$ cat config.mk
export PLATFORM = sky130hd
export DESIGN_NAME = ccff_chain_loader
export DESIGN_NICKNAME = d
export VERILOG_FILES = /design/src/rtl/ccff_chain_loader.sv
export SDC_FILE = /design/constraint.sdc
export NUM_CORES = 1
export LEC_CHECK = 0
export ABC_CLOCK_PERIOD_IN_PS = 1800
export CORE_MARGIN = 1.5
export CORE_UTILIZATION = 45
export DETAILED_ROUTE_END_ITERATION = 6
export GPL_TIMING_DRIVEN = 0
export PLACE_DENSITY = 0.68
export SLEW_MARGIN = 20
export SYNTH_ARGS = -nofsm -noshare
export SYNTH_HDL_FRONTEND = slang
export SYNTH_SLANG_ARGS = --single-unit
$ cat constraint.sdc
create_clock -name prog_clk -period 1.8 [get_ports prog_clk]
set_input_delay 0.36 -clock prog_clk [delete_from_list [all_inputs] [get_ports prog_clk]]
set_output_delay 0.36 -clock prog_clk [all_outputs]
set_load 0.01 [all_outputs]
$ cat src/rtl/ccff_chain_loader.sv
// ccff_chain_loader
//   Streams a bitstream, one byte at a time, into the ccff_head of a
//   configuration-memory chain. It gates the chain's prog_clk through chain_en
//   so that the chain shifts exactly CHAIN_LEN times per load. The bits that
//   emerge at ccff_tail (the previous chain contents) are returned as a
//   readback byte stream.
//
// Parameters
//   CHAIN_LEN  number of configuration flops in the chain (>= 1)
//   CNT_W      remaining-bit counter width, 2**CNT_W > CHAIN_LEN
//
// Ports
//   prog_clk   in   controller clock; the chain runs on its gated copy
//   pReset     in   synchronous active-high reset
//   start      in   load request, honoured in IDLE/DONE only
//   cfg_data   in   [7:0] bitstream byte, MSB shifted first
//   cfg_valid  in   cfg_data valid
//   cfg_ready  out  byte accepted this cycle (high in LOAD)
//   ccff_head  out  registered serial data into the chain
//   chain_en   out  registered gate enable; chain shifts on edges where it is 1
//   ccff_tail  in   serial data out of the chain
//   busy       out  high in LOAD or SHIFT
//   done       out  high in DONE
//   rb_data    out  [7:0] readback byte, first-emerging bit in the MSB
//   rb_valid   out  one-cycle strobe qualifying rb_data, no backpressure
//   dbg_state  out  [1:0] current FSM state (0 IDLE, 1 LOAD, 2 SHIFT, 3 DONE)
//
// Handshake: a byte transfers on a rising edge where cfg_valid=1 and
// cfg_ready=1. cfg_ready depends only on the state, never on cfg_valid, and a
// source may hold cfg_valid with stable data for as long as it needs; bytes
// offered outside LOAD are simply not taken.

module ccff_chain_loader #(
  parameter int CHAIN_LEN = 30,
  parameter int CNT_W     = 5
) (
  input  logic       prog_clk,
  input  logic       pReset,
  input  logic       start,
  input  logic [7:0] cfg_data,
  input  logic       cfg_valid,
  output logic       cfg_ready,
  output logic       ccff_head,
  output logic       chain_en,
  input  logic       ccff_tail,
  output logic       busy,
  output logic       done,
  output logic [7:0] rb_data,
  output logic       rb_valid,
  output logic [1:0] dbg_state
);

  typedef enum logic [1:0] {
    S_IDLE  = 2'd0,
    S_LOAD  = 2'd1,
    S_SHIFT = 2'd2,
    S_DONE  = 2'd3
  } state_t;

  localparam logic [CNT_W-1:0] CHAIN_LEN_C = CNT_W'(CHAIN_LEN);
  localparam logic [CNT_W-1:0] ONE_C       = CNT_W'(1);

  state_t           state_q;
  logic [7:0]       shreg_q;      // bits of the current byte still to be shifted
  logic [CNT_W-1:0] remaining_q;  // chain bits still to be shifted in this load
  logic [2:0]       bit_left_q;   // bits of the current byte after the one on ccff_head
  logic             head_q;
  logic             en_q;
  logic [7:0]       rb_sh_q;
  logic [2:0]       rb_cnt_q;     // readback samples collected in the current byte
  logic [7:0]       rb_data_q;
  logic             rb_valid_q;

  logic [31:0]      rem_ext;
  logic [2:0]       nbits_m1_d;
  logic [7:0]       rb_shift_d;
  logic [7:0]       rb_align_d;
  logic             last_bit_d;

  // Number of bits taken from the byte being accepted, minus one:
  // min(8, remaining) - 1. Only the top bits of a final partial byte are used.
  assign rem_ext    = 32'(remaining_q);
  assign nbits_m1_d = (rem_ext >= 32'd8) ? 3'd7 : 3'(rem_ext - 32'd1);

  // Readback byte including this edge's ccff_tail sample. For a short final
  // byte the collected bits are moved up to the MSB end and zero padded; for a
  // full byte (rb_cnt_q == 7) the shift amount is zero.
  assign rb_shift_d = {rb_sh_q[6:0], ccff_tail};
  assign rb_align_d = rb_shift_d << (3'd7 - rb_cnt_q);
  assign last_bit_d = (remaining_q == ONE_C);

  always_ff @(posedge prog_clk) begin
    if (pReset) begin
      state_q     <= S_IDLE;
      shreg_q     <= '0;
      remaining_q <= '0;
      bit_left_q  <= '0;
      head_q      <= 1'b0;
      en_q        <= 1'b0;
      rb_sh_q     <= '0;
      rb_cnt_q    <= '0;
      rb_data_q   <= '0;
      rb_valid_q  <= 1'b0;
    end else begin
      rb_valid_q <= 1'b0;
      case (state_q)
        S_IDLE, S_DONE: begin
          if (start) begin
            state_q     <= S_LOAD;
            remaining_q <= CHAIN_LEN_C;
            rb_cnt_q    <= '0;
          end
        end

        S_LOAD: begin
          // The MSB goes straight onto ccff_head together with chain_en, so
          // the chain takes it on the first SHIFT edge.
          if (cfg_valid) begin
            state_q    <= S_SHIFT;
            head_q     <= cfg_data[7];
            en_q       <= 1'b1;
            shreg_q    <= {cfg_data[6:0], 1'b0};
            bit_left_q <= nbits_m1_d;
          end
        end

        S_SHIFT: begin
          // The chain shifts on this edge: count the bit and capture ccff_tail.
          remaining_q <= remaining_q - ONE_C;
          rb_sh_q     <= rb_shift_d;
          rb_cnt_q    <= rb_cnt_q + 3'd1;
          if (rb_cnt_q == 3'd7 || last_bit_d) begin
            rb_data_q  <= rb_align_d;
            rb_valid_q <= 1'b1;
          end

          if (bit_left_q == 3'd0) begin
            en_q    <= 1'b0;
            head_q  <= 1'b0;
            state_q <= last_bit_d ? S_DONE : S_LOAD;
          end else begin
            head_q     <= shreg_q[7];
            shreg_q    <= {shreg_q[6:0], 1'b0};
            bit_left_q <= bit_left_q - 3'd1;
          end
        end

        default: state_q <= S_IDLE;
      endcase
    end
  end

  assign cfg_ready = (state_q == S_LOAD);
  assign busy      = (state_q == S_LOAD) || (state_q == S_SHIFT);
  assign done      = (state_q == S_DONE);
  assign ccff_head = head_q;
  assign chain_en  = en_q;
  assign rb_data   = rb_data_q;
  assign rb_valid  = rb_valid_q;
  assign dbg_state = state_q;

endmodule

# After elaboration in Yosys (flattened, before gate mapping)
# Index checks and enable logic that the tools add are counted.
[classes]
n_addsub = 5
n_eq_ne = 9
n_shift = 1
n_reduce_logical = 14
order_cmp = 1
bitwise_logic = 1
muxes = 23
[ops]
columns = ["cell", "n"]
rows = [
  ["8-bit 2-to-1 mux", 2],
  ["8-bit case mux with 2 select lines", 1],
  ["3-bit 2-to-1 mux", 4],
  ["3-bit case mux with 2 select lines", 2],
  ["5-bit case mux with 2 select lines", 1],
  ["3-bit AND reduction", 3],
  ["2-bit 2-to-1 mux", 4],
  ["2-bit inequality test, second input constant", 4],
  ["8-bit by 3-bit << shifter with 8-bit output", 1],
  ["2-bit case mux with 3 select lines", 1],
  ["2-bit AND reduction", 3],
  ["3-bit by 1-bit subtractor with 3-bit output, second input constant", 2],
  ["5-bit by 1-bit equality test with 1-bit output, second input constant", 1],
  ["5-bit by 4-bit greater-or-equal comparator with 1-bit output, second input constant", 1],
  ["1-bit 2-to-1 mux", 5],
  ["5-bit 2-to-1 mux", 1],
  ["5-bit by 1-bit subtractor with 5-bit output, second input constant", 1],
  ["2-bit equality test, second input constant", 2],
  ["1-bit case mux with 2 select lines", 2],
  ["2-bit nonzero test", 2],
  ["2-bit OR reduction", 2],
  ["3-bit by 1-bit adder with 3-bit output, second input constant", 1],
  ["3-bit equality test, second input constant", 1],
  ["3-bit zero test", 1],
  ["other kinds (5)", 6],
]
[word_totals]
elab_cells = 64
in_bits = 13
regBits = 39
out_inout_bits = 16

# Logic depth before layout (Yosys ltp)
# Gate-level depths: netlist of run 1.
[logic_depth]
word_depth = 4
ltp_mapped = 8
ltp_nobuf = 6

# Worst setup path before layout of run 1
# No wires, ideal clock.
[synth_path]
path_type = "flip-flop to flip-flop"
start = "register state_q[0] (netlist: dbg_state[0])"
end = "register shreg_q[3]"
setup_time_ns = 0.134
path_buffers = 1
arrival_time_ns = 1.563
path_slack_ns = 0.103
stages_incl_launch_ff = 7
synth_period_minus_slack_ns = 1.697
required_time_ns = 1.666
path_cell_list = "dfxtp_1 -> ha_1 -> mux2i_1 -> a21oi_1 -> buf_2 -> nor2_1 -> a211oi_1"
[synth_via]
elab_chain_cells = 3
elab_cells_between_ends = 7
classes_between = "eq/ne: 4; mux: 1; reduce/logical: 2"
[synth_lines]
columns = ["element", "line", "text"]
rows = [
  ["start, declared", "63", "state_t state_q;"],
  ["start signal, assigned", "140", "state_q <= last_bit_d ? S_DONE : S_LOAD;"],
  ["2-bit by 1-bit equality test with 1-bit output *", "-", ""],
  ["net cfg_ready", "42", "output logic cfg_ready,"],
  ["2-bit inequality test (no source line) / 2-bit nonzero test (equally long branches)", "-", ""],
  ["3-bit AND reduction (no source line)", "-", ""],
  ["end signal, assigned", "122", "shreg_q <= {cfg_data[6:0], 1'b0};"],
  ["end signal, assigned", "143", "shreg_q <= {shreg_q[6:0], 1'b0};"],
  ["end, declared", "64", "logic [7:0] shreg_q;"],
]
# The timed path passes the listed nets; every way through them passes the cells marked *.
# A chain may end at the register's enable or synchronous reset.

# Worst setup path after layout of run 1
[layout_path]
start = "register state_q[1] (netlist: dbg_state[1])"
end = "output port done"
[layout_via]
elab_chain_cells = 1
[layout_lines]
columns = ["element", "line", "text"]
rows = [
  ["2-bit equality test", "155", "assign done = (state_q == S_DONE);"],
  ["end, declared", "47", "output logic done,"],
]
# No other way between the ends.

==> results.json, run 1 <==
{
  "status": "finished, final reports clean",
  "endpoint_kind": "primary output",
  "timing_worst_setup_path_type": "register to primary output",
  "worst_setup_path_start_kind": "register",
  "core_area_um2": 4090,
  "drc_errors": 0,
  "seqPwrFrac": 0.390,
  "syn_area_per_cell_um2": 9.24,
  "io_pins": 29,
  "drive_above_1_share": 0.130,
  "hp-class": "input port to register",
  "synth_area_um2": 1960,
  "p_sw_frac": 0.297,
  "ys_async_sr_fraction": 0,
  "hpwlAfterDp_mm": 2.93,
  "htree_levels": 2,
  "comb_power_share": 0.270,
  "cp_max_fo": 4,
  "final_cell_mix": "36 x dfxtp_1, 29 x nor2_1, 25 x clkdlybuf4s50_1, 18 x mux2i_1, 14 x nand2_1",
  "clock-sinks": 38,
  "min_period_over_period": 0.952,
  "fill_cells": 373,
  "post_cts_resized": 9,
  "ant_nets": 0,
  "vias": 1616,
  "r2r_slack_ps": 120,
  "p_per_area_nw_per_um2": 1050,
  "power_frac_clock": 0.341,
  "hold_path_end": "remaining_q[4]",
  "fin_crit_ps": 1710,
  "p_int_mw": 1.82,
  "drv_cap": 0,
  "syn_to_final_growth_pct": 26.0,
  "hold_violations": 0,
  "yosysSeqAreaShare": 0.388,
  "row_count": 23,
  "die_h_um": 69.0,
  "tightest_slew_ps": 614,
  "ys_warn_count": 0,
  "post-cts-setup-buffers": 0,
  "power_mw": 2.59,
  "wl_mm": 4.14,
  "irDropWorstVdd_mv": 0.607,
  "r2r-start": "remaining_q[0]",
  "cts_tree": "built",
  "die_w_um": 69.0,
  "postPlaceCellArea_um2": 2290,
  "netlist_instances": 212,
  "clock.fmax_mhz": 584,
  "clk_path_buf_depth": 2,
  "fin_area_um2": 2470,
  "nets": 268,
  "place_congestion": 0.843,
  "setup_viol": 0,
  "clkSlewWorstSetupHoldPaths_ps": 80,
  "cts-buffers-inserted": 5,
  "maxSlewHeadroom": 0.587,
  "overflow": 0,
  "grt_pass1_vias": 1464,
  "fin_ws_ps": 86.4,
  "switchingPower_uw": 770,
  "reg2reg_to": "rb_data[0]",
  "min_from": "pReset",
  "critPathRequiredTime_ps": 1440,
  "syn_nets": 234,
  "antenna_found_initial": 0,
  "ys_seq_elements": 38,
  "clock_latency_ps": 290,
  "antennaDiodeCount": 0,
  "yosysUniqueCellTypes": 44,
  "cts-root-buf": "clkbuf_8",
  "die-area_um2": 4760,
  "drv_slew": 0,
  "numPortBuffers": 27,
  "wl_per_cell_um": 13.9,
  "fin_tns_setup_ps": 0,
  "final_util": 0.604,
  "ys.flop_type": "dfxtp_1",
  "cp.arrival_ps": 1350,
  "preCtsSetupSlack_ps": -173,
  "dr.pass1.iters": 4,
  "start_util": 0.479,
  "avgViaCountPerCell": 5.44,
  "layout.cells.most_common": "dfxtp_1",
  "grt_pass1_wl_mm": 6.83,
  "drt_iter0_drc": 91,
  "grt.total_usage": 0.194,
  "synth_edf_count": 0,
  "rsz0062_at_grt": "no",
  "holdBufCountCts": 0,
  "grt_max_degree": 14,
  "power_leakage_nw": 0.897,
  "worstRegToRegCells": 5,
  "hold_depth": 2,
  "skew_ps": 8.30
}
==> flip-flops by register name, summed over array words and instances (netlist names) <==
name	count
dbg_state	2
chain_en	1
ccff_head	1
rb_data	8
rb_cnt_q	3
rb_valid	1
remaining_q	5
shreg_q	7
bit_left_q	3
rb_sh_q	7
==> power by group through the flow <==
stage	logic (mW)	clock network (mW)	registers, mW
floorplan	0.476	0	1.02
global placement	0.662	0	1.02
detailed placement	0.666	0	1.02
CTS	0.686	0.900	1.01
global route	0.778	0.930	1.02
finish	0.699	0.884	1.01
==> worst max-delay path by stage <==
stage	start	endpoint	slack, ps	cells after the start
floorplan	dbg_state[0]	shreg_q[3]	100	6
global placement	cfg_valid	shreg_q[3]	-140	5
detailed placement	cfg_valid	shreg_q[7]	-170	5
CTS	dbg_state[1]	shreg_q[7]	60	6
global route	dbg_state[1]	shreg_q[3]	4	7
finish	dbg_state[1]	done	90	2
==> metal layers <==
metal / part of all wire / vias to the layer above / track usage
li1: - / 823 / -
met1: 0.50 / 757 / 0.276
met2: 0.44 / 30 / 0.288
met3: 0.044 / 6 / 0.0519
met4: 0.0085 / 0 / 0.0515
met5: 0 / - / 0
==> through the flow <==
stage                     cells  hold WS [ps]
after floorplan             212           432
after global placement      289           439
after detailed placement    289           447
after CTS                   297           357
after global routing        297           369
final                       297           360
==> critical path: stages (launching register included) <==
cell and delay (ps):
dfxtp_2 380, ha_1 150, clkdlybuf4s50_1 530
==> cell type report <==
class	count	area (um2)	area share
Clock buffer	5	68.8	0.0279
Clock inverter	3	68.8	0.0279
Inverter	9	33.8	0.0137
Multi-Input combinational cell	151	1100	0.444
Tap cell	50	62.6	0.0253
Sequential cell	38	766	0.310
Buffer	14	105	0.0426
Timing Repair Buffer	27	268	0.108
==> Yosys cell counts (3+ instances only) <==
master	instances	area, um2
dfxtp_1	38	761
mux2i_1	19	190
nor2_1	29	109
a21oi_1	11	55.1
a221o_1	3	30.0
nor2b_1	4	25.0
o21ai_0	5	25.0
ha_1	9	113
nand2_1	14	52.6
a22oi_1	3	22.5
nor3_1	6	30.0
a211oi_1	10	75.1
inv_1	9	33.8
clkbuf_1	3	11.3
buf_2	4	20.0
nand3_1	4	20.0
a311oi_1	4	35.0
nand2b_1	4	25.0
==> kinds of logic (layout without fill, tap and decap cells) <==
kind of cell / Yosys count / in the layout / share of synthesized area
AND/OR/NAND/NOR: 70 / 70 / 0.175
AO/OA/AOI/OAI: 48 / 48 / 0.176
flip-flops: 38 / 38 / 0.388
buffers and inverters: 23 / 58 / 0.0683
multiplexers: 22 / 22 / 0.126
adder cells (fa/ha/maj): 9 / 9 / 0.0575
XOR/XNOR: 2 / 2 / 0.00894
Power figures use the tool's default switching activity.
==> run 2: changes to the inputs <==
--- a/config.mk
+++ b/config.mk
@@ -8,6 +8,7 @@
 export ABC_CLOCK_PERIOD_IN_PS = 1800
 export CORE_MARGIN = 1.5
 export CORE_UTILIZATION = 45
+export CTS_CLUSTER_DIAMETER = 120
 export DETAILED_ROUTE_END_ITERATION = 6
 export GPL_TIMING_DRIVEN = 0
 export PLACE_DENSITY = 0.68
==> results of run 2 <==
No change in the layout: final DEF, timing and power equal those of run 1.
==> run 3: changes to the inputs <==
--- a/config.mk
+++ b/config.mk
@@ -6,12 +6,14 @@
 export NUM_CORES = 1
 export LEC_CHECK = 0
 export ABC_CLOCK_PERIOD_IN_PS = 1800
+export CELL_PAD_IN_SITES_DETAIL_PLACEMENT = 1
+export CELL_PAD_IN_SITES_GLOBAL_PLACEMENT = 1
 export CORE_MARGIN = 1.5
-export CORE_UTILIZATION = 45
+export CORE_UTILIZATION = 41
 export CTS_CLUSTER_DIAMETER = 120
 export DETAILED_ROUTE_END_ITERATION = 6
 export GPL_TIMING_DRIVEN = 0
-export PLACE_DENSITY = 0.68
+export PLACE_DENSITY_LB_ADDON = 0.08
 export SLEW_MARGIN = 20
 export SYNTH_ARGS = -nofsm -noshare
 export SYNTH_HDL_FRONTEND = slang
==> results.json, run 3 (synthesis gave the netlist of run 1 again) <==
{
  "status": "finished, final reports clean",
  "grt_max_degree": 13,
  "placed_cells": 291,
  "p_per_area_nw_per_um2": 974,
  "tightest_slew_ps": 525,
  "wl_per_cell_um": 17.7,
  "die-area_um2": 5200,
  "start_util": 0.438,
  "worst_setup_path_start_kind": "register",
  "cp.arrival_ps": 1360,
  "wl_mm": 5.30,
  "largest_register_ffs": 8,
  "clock_latency_ps": 290,
  "endpoint_kind": "primary output",
  "min_from": "pReset",
  "critPathRequiredTime_ps": 1440,
  "die_h_um": 72.1,
  "hpwlAfterDp_mm": 3.86,
  "io_pins": 29,
  "cp_max_fo": 4,
  "numPortBuffers": 27,
  "layout.cells.most_common": "dfxtp_1",
  "final_cell_mix": "36 x dfxtp_1, 29 x nor2_1, 25 x clkdlybuf4s50_1, 18 x mux2i_1, 14 x nand2_1",
  "route.met3.wl_um": 175,
  "overflow": 0,
  "top_layer": "met4",
  "setup_viol": 0,
  "wl_met1_mm": 2.39,
  "fin_area_um2": 2440,
  "vias": 1717,
  "timing_worst_setup_path_type": "register to primary output",
  "critPathLaunch": "dbg_state[1]",
  "syn_to_final_growth_pct": 24.5,
  "maxSlewHeadroom": 0.650,
  "cts-root-buf": "clkbuf_8",
  "grt_pass1_vias": 1828,
  "clkSlewWorstSetupHoldPaths_ps": 80,
  "cts_tree": "built",
  "power_leakage_nw": 0.881,
  "cts-buffers-inserted": 5,
  "drt_iter0_drc": 36,
  "hp-class": "input port to register",
  "drv_cap": 0,
  "row_count": 24,
  "r2r-start": "dbg_state[1]",
  "dr.pass1.iters": 4,
  "clock.fmax_mhz": 581,
  "place_congestion": 0.845,
  "ant_nets": 0,
  "core_area_um2": 4470,
  "clock-sinks": 38,
  "antennaDiodeCount": 0,
  "postPlaceCellArea_um2": 2290,
  "grt.total_usage": 0.216,
  "htree_levels": 2,
  "drc_errors": 0,
  "holdBufCountCts": 0,
  "irDropWorstVdd_mv": 0.479,
  "skew_ps": 5.31,
  "hold_violations": 0,
  "avgViaCountPerCell": 5.72,
  "dr_wl_met2_mm": 2.69,
  "fin_crit_ps": 1720,
  "clk_path_buf_depth": 2,
  "drv_slew": 0,
  "die_w_um": 72.1,
  "grt_pass1_wl_mm": 8.74,
  "nets": 269,
  "drive_above_1_share": 0.133,
  "antenna_found_initial": 0,
  "final_cells": 300,
  "min_period_over_period": 0.956
}
[run 3: changes by cell type in the layout (fill, tap and decap cells not counted), sizes merged]
cell	delta
clkbuf	+1
bufinv	-2
clkinvlp	+1
buf	+1
[run 3: layout make-up]
class,count,area (um2)
fill,521,2040
inverter,9,33.8
clock buffer,6,82.6
tap,52,65.1
multi-input combinational,151,1100
clock inverter,2,12.5
sequential,38,766
buffer,14,108
timing repair buffer,28,275
[run 3: power breakdown]
part / switching [mW] / leakage (nW) / internal, mW
clock network: 0.313 / 0.0472 / 0.308
registers: 0.0813 / 0.310 / 0.935
logic: 0.401 / 0.523 / 0.337
total: 0.795 / 0.881 / 1.58
[run 3: layer usage]
layer | vias to the layer above | global-route usage
li1 | 822 | -
met1 | 863 | 0.285
met2 | 28 | 0.356
met3 | 4 | 0.0389
met4 | 0 | 0.0734
met5 | - | 0
[run 3: path summary, 6_finish.rpt]
check,end,slack [ps],cells after the start
setup / recovery,done,80,2
hold / removal,remaining_q[2],380,2
setup reg to reg,bit_left_q[1],130,6
hold reg to reg,rb_data[2],460,2
[run 3: worst max-delay path, cell delays in order (launching register included)]
cell and delay [ps]:
dfxtp_2 390, ha_1 160, clkdlybuf4s50_1 530
[run 3: timing repair]
item | in CTS | in global routing
buffers inserted | 0 | 1
hold endpoints to repair | 0 | 0
resized for setup | 9 | 6
setup endpoints to repair | 18 | 17
[run 3: per-stage QoR]
step / worst slack, ps / util / TNS [ps] / power (mW) / hold slack (ps)
3_5_place_dp: -159 / 0.513 / -1010 / 1.73 / 453
5_1_grt: -30.2 / 0.545 / -43.8 / 2.50 / 383
3_3_place_gp: -114 / 0.513 / -710 / 1.68 / 439
4_1_cts: 58.4 / 0.539 / 0 / 2.37 / 364
6_report: 79.7 / 0.545 / 0 / 2.37 / 378
2_1_floorplan: 103 / - / 0 / 1.49 / 432
